## config.mk

```make
export PLATFORM = sky130hd
export DESIGN_NAME = ysyx_22041071_axi_rd_slave
export DESIGN_NICKNAME = d
export VERILOG_FILES = /design/src/rtl/ysyx_22041071_axi_rd_slave_pkg.sv /design/src/rtl/ysyx_22041071_axi_r_skid.sv /design/src/rtl/ysyx_22041071_axi_rd_slave.sv
export SDC_FILE = /design/constraint.sdc
export NUM_CORES = 1
export LEC_CHECK = 0
export ABC_AREA = 1
export ABC_CLOCK_PERIOD_IN_PS = 4140
export BUFFER_PORTS_ARGS = -buffer_cell sky130_fd_sc_hd__buf_2
export CELL_PAD_IN_SITES_DETAIL_PLACEMENT = 1
export CELL_PAD_IN_SITES_GLOBAL_PLACEMENT = 1
export CORE_MARGIN = 2
export CORE_UTILIZATION = 40
export DETAILED_ROUTE_END_ITERATION = 8
export HOLD_SLACK_MARGIN = 0.06
export PLACE_DENSITY_LB_ADDON = 0.1
export SLEW_MARGIN = 20
export SYNTH_ARGS = -nofsm -noshare
export SYNTH_HDL_FRONTEND = slang
export SYNTH_HIERARCHICAL = 1
export SYNTH_SLANG_ARGS = --single-unit
```

## constraint.sdc

```tcl
create_clock -name clk -period 4.14 [get_ports clk]
set_input_delay 0.621 -clock clk [delete_from_list [all_inputs] [get_ports clk]]
set_output_delay 0.621 -clock clk [all_outputs]
set_load 0.005 [all_outputs]
```

## src/rtl/ysyx_22041071_axi_rd_slave_pkg.sv

```systemverilog
// ---------------------------------------------------------------------------
// ysyx_22041071_axi_rd_slave_pkg
// Shared definitions for the AXI4 read-channel responder:
//   - AXI burst-type and response codes
//   - default AXI channel widths
//   - read FSM state encoding
//   - burst legality helper used at AR acceptance
// ---------------------------------------------------------------------------
package ysyx_22041071_axi_rd_slave_pkg;

  localparam logic [1:0] BURST_FIXED = 2'b00;
  localparam logic [1:0] BURST_INCR  = 2'b01;
  localparam logic [1:0] BURST_WRAP  = 2'b10;
  localparam logic [1:0] BURST_RSVD  = 2'b11;

  localparam logic [1:0] RESP_OKAY   = 2'b00;
  localparam logic [1:0] RESP_SLVERR = 2'b10;

  localparam int AXI_DATA_WIDTH = 64;
  localparam int AXI_ADDR_WIDTH = 64;
  localparam int AXI_ID_WIDTH   = 4;
  localparam int AXI_LEN_WIDTH  = 8;
  localparam int AXI_SIZE_WIDTH = 3;

  typedef enum logic {
    ST_IDLE,
    ST_ISSUE
  } rd_state_e;

  // A burst is rejected as a whole when its beat size exceeds the bus,
  // its type is reserved, or it is a WRAP of a length AXI does not allow.
  function automatic logic burst_is_bad(input logic [1:0] burst,
                                        input logic [7:0] len,
                                        input logic [2:0] size,
                                        input logic [2:0] max_size);
    logic bad;
    bad = (size > max_size) || (burst == BURST_RSVD);
    if ((burst == BURST_WRAP) &&
        !((len == 8'd1) || (len == 8'd3) || (len == 8'd7) || (len == 8'd15)))
      bad = 1'b1;
    return bad;
  endfunction

endpackage

```

## src/rtl/ysyx_22041071_axi_r_skid.sv

```systemverilog
// ---------------------------------------------------------------------------
// ysyx_22041071_axi_r_skid
// Two-entry FIFO holding R-channel beats {id, data, resp, last}.
// Ports:
//   clk, reset          clock and synchronous active-high reset
//   in_valid/in_ready   write side handshake, in_data is the packed beat
//   out_valid/out_ready read side handshake, out_data is the head beat
//   count               current occupancy (0..2), used upstream for credit
// Push and pop may happen in the same cycle at any occupancy. Storage is
// cleared on reset so the R payload reads as zero afterwards.
// ---------------------------------------------------------------------------
module ysyx_22041071_axi_r_skid #(
  parameter int WIDTH = 8
) (
  input  logic             clk,
  input  logic             reset,
  input  logic             in_valid,
  output logic             in_ready,
  input  logic [WIDTH-1:0] in_data,
  output logic             out_valid,
  input  logic             out_ready,
  output logic [WIDTH-1:0] out_data,
  output logic [1:0]       count
);

  logic [WIDTH-1:0] slot_q [2];
  logic [WIDTH-1:0] slot_d [2];
  logic             wr_ptr_q, wr_ptr_d;
  logic             rd_ptr_q, rd_ptr_d;
  logic [1:0]       count_q, count_d;
  logic             push, pop;

  always_comb begin
    out_valid = (count_q != 2'd0);
    // When full, a pop frees the slot being written this same edge.
    in_ready  = (count_q != 2'd2) || out_ready;
    pop       = out_valid && out_ready;
    push      = in_valid && in_ready;
    out_data  = slot_q[rd_ptr_q];
    count     = count_q;

    slot_d[0] = slot_q[0];
    slot_d[1] = slot_q[1];
    wr_ptr_d  = wr_ptr_q;
    rd_ptr_d  = rd_ptr_q;
    count_d   = count_q;

    if (push) begin
      slot_d[wr_ptr_q] = in_data;
      wr_ptr_d         = ~wr_ptr_q;
    end
    if (pop)
      rd_ptr_d = ~rd_ptr_q;

    case ({push, pop})
      2'b10:   count_d = count_q + 2'd1;
      2'b01:   count_d = count_q - 2'd1;
      default: count_d = count_q;
    endcase
  end

  always_ff @(posedge clk) begin
    if (reset) begin
      slot_q[0] <= '0;
      slot_q[1] <= '0;
      wr_ptr_q  <= 1'b0;
      rd_ptr_q  <= 1'b0;
      count_q   <= 2'd0;
    end else begin
      slot_q[0] <= slot_d[0];
      slot_q[1] <= slot_d[1];
      wr_ptr_q  <= wr_ptr_d;
      rd_ptr_q  <= rd_ptr_d;
      count_q   <= count_d;
    end
  end

endmodule

```

## src/rtl/ysyx_22041071_axi_rd_slave.sv

```systemverilog
// ---------------------------------------------------------------------------
// ysyx_22041071_axi_rd_slave
// AXI4 read responder (AR + R) in front of a single-port synchronous memory
// with one cycle of read latency.
// Ports:
//   clk, reset            clock and synchronous active-high reset
//   s_ar_*                AR channel (valid/ready, id, addr, len, size, burst)
//   s_r_*                 R channel (valid/ready, id, data, resp, last)
//   mem_en/mem_addr       memory read strobe and word address
//   mem_rdata             memory data for the previous cycle's mem_en
// One beat is issued per cycle while the R buffer has credit. Each issued
// beat spends one cycle in flight (memory latency) before entering the
// two-entry R buffer, so beats leave in exactly the order they were issued.
// ---------------------------------------------------------------------------
module ysyx_22041071_axi_rd_slave
  import ysyx_22041071_axi_rd_slave_pkg::*;
#(
  parameter int                    DATA_WIDTH = AXI_DATA_WIDTH,
  parameter int                    ADDR_WIDTH = AXI_ADDR_WIDTH,
  parameter int                    ID_WIDTH   = AXI_ID_WIDTH,
  parameter int                    MEM_AW     = 16,
  parameter logic [ADDR_WIDTH-1:0] BASE_ADDR  = 'h8000_0000,
  parameter logic [ADDR_WIDTH-1:0] SIZE_BYTES = 'h0008_0000
) (
  input  logic                  clk,
  input  logic                  reset,
  input  logic                  s_ar_valid,
  output logic                  s_ar_ready,
  input  logic [ID_WIDTH-1:0]   s_ar_id,
  input  logic [ADDR_WIDTH-1:0] s_ar_addr,
  input  logic [7:0]            s_ar_len,
  input  logic [2:0]            s_ar_size,
  input  logic [1:0]            s_ar_burst,
  output logic                  s_r_valid,
  input  logic                  s_r_ready,
  output logic [ID_WIDTH-1:0]   s_r_id,
  output logic [DATA_WIDTH-1:0] s_r_data,
  output logic [1:0]            s_r_resp,
  output logic                  s_r_last,
  output logic                  mem_en,
  output logic [MEM_AW-1:0]     mem_addr,
  input  logic [DATA_WIDTH-1:0] mem_rdata
);

  localparam int         BEAT_SHIFT = $clog2(DATA_WIDTH / 8);
  localparam logic [2:0] MAX_SIZE   = 3'(BEAT_SHIFT);
  localparam int         PAY_W      = ID_WIDTH + DATA_WIDTH + 3;

  rd_state_e             state_q, state_d;
  logic                  ar_ready_q, ar_ready_d;
  logic [ID_WIDTH-1:0]   id_q, id_d;
  logic [ADDR_WIDTH-1:0] addr_q, addr_d;
  logic [7:0]            len_q, len_d;
  logic [2:0]            size_q, size_d;
  logic [1:0]            burst_q, burst_d;
  logic [7:0]            beat_cnt_q, beat_cnt_d;
  logic                  burst_err_q, burst_err_d;

  // In-flight beat: issued last cycle, its memory data arrives this cycle.
  logic                  pend_valid_q, pend_valid_d;
  logic                  pend_err_q, pend_err_d;
  logic [ID_WIDTH-1:0]   pend_id_q, pend_id_d;
  logic                  pend_last_q, pend_last_d;

  logic                  ar_fire, issue_fire, credit_ok, last_beat;
  logic                  in_window, beat_err, r_pop;
  logic [ADDR_WIDTH-1:0] step, wrap_mask, incr_addr, next_addr, beat_off;
  logic [2:0]            occupancy;

  logic                  skid_in_ready;
  logic [PAY_W-1:0]      skid_in_data, skid_out_data;
  logic [1:0]            skid_count;

  always_comb begin
    state_d     = state_q;
    id_d        = id_q;
    addr_d      = addr_q;
    len_d       = len_q;
    size_d      = size_q;
    burst_d     = burst_q;
    beat_cnt_d  = beat_cnt_q;
    burst_err_d = burst_err_q;

    ar_fire   = ar_ready_q && s_ar_valid;
    r_pop     = s_r_valid && s_r_ready;

    step      = ADDR_WIDTH'(1) << size_q;
    wrap_mask = ((ADDR_WIDTH'(len_q) + ADDR_WIDTH'(1)) << size_q) - ADDR_WIDTH'(1);
    incr_addr = addr_q + step;
    case (burst_q)
      BURST_FIXED: next_addr = addr_q;
      // Keep the bits above the wrap boundary, let the low bits roll over.
      BURST_WRAP:  next_addr = (addr_q & ~wrap_mask) | (incr_addr & wrap_mask);
      default:     next_addr = incr_addr;
    endcase

    beat_off  = addr_q - BASE_ADDR;
    in_window = (addr_q >= BASE_ADDR) && (beat_off < SIZE_BYTES);
    beat_err  = burst_err_q || !in_window;
    last_beat = (beat_cnt_q == len_q);

    // A pop this cycle frees a slot in time for the beat issued now.
    occupancy = {1'b0, skid_count} + {2'b00, pend_valid_q};
    credit_ok = (occupancy - {2'b00, r_pop}) < 3'd2;

    issue_fire = (state_q == ST_ISSUE) && credit_ok;
    mem_en     = issue_fire && !beat_err;
    mem_addr   = MEM_AW'(beat_off >> BEAT_SHIFT);

    case (state_q)
      ST_IDLE: begin
        if (ar_fire) begin
          id_d        = s_ar_id;
          addr_d      = (s_ar_burst == BURST_WRAP)
                        ? (s_ar_addr & ~((ADDR_WIDTH'(1) << s_ar_size) - ADDR_WIDTH'(1)))
                        : s_ar_addr;
          len_d       = s_ar_len;
          size_d      = s_ar_size;
          burst_d     = s_ar_burst;
          beat_cnt_d  = 8'd0;
          burst_err_d = burst_is_bad(s_ar_burst, s_ar_len, s_ar_size, MAX_SIZE);
          state_d     = ST_ISSUE;
        end
      end
      ST_ISSUE: begin
        if (issue_fire) begin
          addr_d     = next_addr;
          beat_cnt_d = beat_cnt_q + 8'd1;
          if (last_beat)
            state_d = ST_IDLE;
        end
      end
      default: state_d = ST_IDLE;
    endcase

    ar_ready_d   = (state_d == ST_IDLE);
    pend_valid_d = issue_fire;
    pend_err_d   = beat_err;
    pend_id_d    = id_q;
    pend_last_d  = last_beat;

    // Error beats carry zero data and never touched the memory.
    skid_in_data = {pend_id_q,
                    pend_err_q ? {DATA_WIDTH{1'b0}} : mem_rdata,
                    pend_err_q ? RESP_SLVERR : RESP_OKAY,
                    pend_last_q};
  end

  always_ff @(posedge clk) begin
    if (reset) begin
      state_q      <= ST_IDLE;
      ar_ready_q   <= 1'b0;
      id_q         <= '0;
      addr_q       <= '0;
      len_q        <= '0;
      size_q       <= '0;
      burst_q      <= '0;
      beat_cnt_q   <= '0;
      burst_err_q  <= 1'b0;
      pend_valid_q <= 1'b0;
      pend_err_q   <= 1'b0;
      pend_id_q    <= '0;
      pend_last_q  <= 1'b0;
    end else begin
      state_q      <= state_d;
      ar_ready_q   <= ar_ready_d;
      id_q         <= id_d;
      addr_q       <= addr_d;
      len_q        <= len_d;
      size_q       <= size_d;
      burst_q      <= burst_d;
      beat_cnt_q   <= beat_cnt_d;
      burst_err_q  <= burst_err_d;
      pend_valid_q <= pend_valid_d;
      pend_err_q   <= pend_err_d;
      pend_id_q    <= pend_id_d;
      pend_last_q  <= pend_last_d;
    end
  end

  assign s_ar_ready = ar_ready_q;

  ysyx_22041071_axi_r_skid #(
    .WIDTH (PAY_W)
  ) u_r_skid (
    .clk       (clk),
    .reset     (reset),
    .in_valid  (pend_valid_q && skid_in_ready),
    .in_ready  (skid_in_ready),
    .in_data   (skid_in_data),
    .out_valid (s_r_valid),
    .out_ready (s_r_ready),
    .out_data  (skid_out_data),
    .count     (skid_count)
  );

  assign {s_r_id, s_r_data, s_r_resp, s_r_last} = skid_out_data;

endmodule

```

==> key figures <==
Outcome
  • Status: finished clean

Placement
  • DPL Wire Length: between 50,000 and 60,000 um
  • Port buffer count: 238
  • GPL Wtd Cong: a little under 1

Die
  • Starting density of the core: 40.56%
  • Chip height: approximately 220 um
  • # IOs: 239
  • Die width: 215.8 um
  • Die area: 46,550 um2
  • Row cnt: 77
  • Core area: 44,220 um2

Yosys
  • Post-Syn Area: approximately 18,000 um2
  • Most numerous cell in the Yosys netlist: nand2_1
  • Synthesized Nets: 3,278
  • Post-synth EDFFs: 0
  • Synth warn: 6
  • Netlist cell types: 49
  • Synth async-reset ratio: 0%
  • Largest cells by area after synthesis: dfxtp_1 (27%), nand2_1 (16%), inv_1 (13%)
  • Top-area cell type share of the netlist area: between 20% and 30%
  • Sequential share of the synthesized area: 27.46%
  • Yosys reg bits: between 200 and 250
  • Ys flop type: dfxtp_1
  • Synth Area per Inst: between 5 and 6 um2
  • Cell accounting for the most synthesized area: dfxtp_1
  • Synthesized instance count: approximately 3,100
  • Post-synth top cells: nand2_1 (756), inv_1 (616), nor2_1 (436), dfxtp_1 (246), nand4_1 (182)

Hold path
  • WHS Path Cells: 3
  • WHS Endpoint: len_q[1]
  • HP Class: in2reg
  • Hold_sp: s_ar_len[1]

Drt
  • Via Count: 20,340
  • DR WL/cell: 18.33 um
  • Detail Route Antenna Nets: 0
  • Remaining DRCs: 0
  • DR vias/cell: around 5.2
  • Drt total wl: between 70,000 and 80,000 um
  • Iteration-0 DRC Markers: 1,285
  • 1st-pass router iterations: 5

GRT
  • Global-route wire length before repair: 112,300 um
  • Grt total ovfl: 0
  • Largest net degree at the start of global routing: 97
  • Vias in the first global route: 20,930
  • Tot GR Track Use: 29.87%
  • Initial antenna violation count: 1

Clock network
  • Hold buffers post-CTS: 0
  • Clk buf depth: 3
  • CTS tree: built
  • Clock tree root driver cell: clkbuf_16
  • Post-CTS Setup Inserts: 0
  • Clk Latency, worst-skew pair: 0.61 ns
  • Clock-pin transition on the worst setup and hold timing paths: 0.06 ns
  • Sink Count: 246
  • CTS Buf Count: 31
  • H-tree depth: 1

STA
  • Worst-margin pin slew: 1.075 ns
  • Final setup violation count: 0
  • Relative slew slack: 28.36%
  • Count of final hold-check violations: 0
  • Fin crit share: 95.00%
  • Maximum clock rate: 254.3 MHz
  • Setup TNS: 0 ns
  • Hold WS: approximately 0.29 ns
  • Final Max Slew Viols: 0
  • Clock Skew: 0.01677 ns
  • Tmin final: 3.933 ns
  • RSZ-0062 raised after global routing: false

Setup path
  • Crit path DAT: 3.31 ns
  • Worst r2r src: size_q[1]
  • Crit Path Max Fanout: 6
  • Critical-path top delay cell: dfxtp_1
  • Element type at the critical path end: output port
  • Worst-path cell chain: buf_4 > nor2_1 > nand2_1 > nor2_1 > nand3_1 > nor2_1 > nand3_1 > o21ai_0 > nor3b_1 > nand4_1 > nor2_2 > buf_2
  • CP max stage delay: 0.34 ns
  • Critical Path Source Type: flop
  • Reg2Reg Depth: 17
  • Crit path max-delay family: simple AND/OR/NAND/NOR gates
  • Crit path buffers/inverters: 2
  • Kind of critical path: reg2out
  • Cell mode on critical path: nor2_1
  • Critical Path RT: 3.52 ns
  • FF-to-FF setup slack: just over 0.4 ns

Pwr
  • Leak: roughly 0.010 uW
  • Worst vdd ir: 0.0002076 V
  • PD cells: 396.3 nW/um2

Cells and area
  • Layout cell share with drive strength beyond 1: 12.58%
  • Area delta synth->final: 14.91%
  • Fin nets: 3,427
  • Util after Layout: 46.61%

Flow run
  • Max Cap Viol: 0
cells in the final DEF, fill, tap and decap left out, types with 8 or more instances in the layout:
cell and count:
a21oi_1 105, buf_2 238, buf_4 46, clkbuf_16 31, clkinv_2 8, dfxtp_1 241
ha_1 19, inv_1 615, nand2_1 756, nand2_2 12, nand3_1 136, nand3_2 17
nand4_1 182, nor2_1 432, nor3_1 65, nor4_1 23, o211ai_1 12, o21ai_0 159
o21ai_1 16, xnor2_1 8, xor2_1 51
logic make-up (layout without fill, tap and decap cells):
kind of cell,Yosys count,count (layout),share of synthesized area [%]
AOI/OAI and AO/OA,325,325,9.654
xor gates and xnor gates,59,59,2.881
adders and majority gates,21,21,1.549
buffers and inverters,800,974,17.84
DFF,246,246,27.46
muxes,1,1,0.05581
other,1,2,0.02091
and+or+nand+nor,1655,1655,40.55
cell type report:
class,count,area [um2]
fillers,6285,23610
repair buffers,288,1617
multi-input cells,2062,9846
diodes,1,2.502
inverters,628,2366
clock buffers,44,894.6
clock inverters,14,212.7
well taps,592,740.7
flip-flops and latches,246,4933
worst max-delay path by stage:
| stage | endpoint | slack, ns | depth (start not counted) |
|---|---|---|---|
| 2_1_floorplan | flop | 1.24 | 16 |
| 3_3_place_gp | flop | 0.55 | 17 |
| 3_5_place_dp | flop | 0.41 | 17 |
| 4_1_cts | mem_en | 0.04 | 17 |
| 5_1_grt | mem_en | 0.0008 | 17 |
| 6_report | mem_en | 0.21 | 12 |
worst reg2reg max path, cell delays in order (launching register included):
cell and delay (ns):
dfxtp_1 0.42, inv_1 0.36, nand2_1 0.16, nor2_1 0.17, inv_1 0.09, fa_1 0.43
o21ai_1 0.18, a21oi_1 0.15, o21ai_2 0.38, nand2_1 0.28, nor2_1 0.23, nand2_1 0.12
nor2_1 0.13, xor2_1 0.17, nand2_1 0.07, o21ai_0 0.19, nor2_1 0.06, nor2_1 0.08
metal layers:
layer,GRT usage (%),vias to the layer above,part of all wire (%)
met2,53.20,496,48
met5,0,-,0
met4,10.00,0,3.5
li1,-,9923,-
met1,37.12,9769,44
met3,3.693,151,4.3
report_power, final:
group / internal, uW / switching, uW / leakage (uW) / total [uW]
registers: 2560 / 259 / 0.00200 / 2810
logic: 759 / 1610 / 0.00748 / 2370
clock network: 1810 / 1180 / 0.000547 / 2990
stage by stage:
step / cell area, um2 / total power [uW] / instances / setup WS [ns]
2_1_floorplan: 17940 / 4335 / 3108 / 1.236
3_3_place_gp: 19470 / 5138 / 3815 / 0.5470
3_5_place_dp: 19490 / 5187 / 3816 / 0.4062
4_1_cts: 20600 / 8197 / 3874 / 0.03864
5_1_grt: 20610 / 8592 / 3875 / 0.0008016
6_report: 20610 / 8170 / 3875 / 0.2070
repair_timing:
action / 4_1_cts / 5_1_grt
endpoints found under the setup margin: 1 / 1
hold endpoints to repair: 0 / 0
gates resized for setup: 1 / 5
Note: power is estimated with default switching activity, not from simulation.
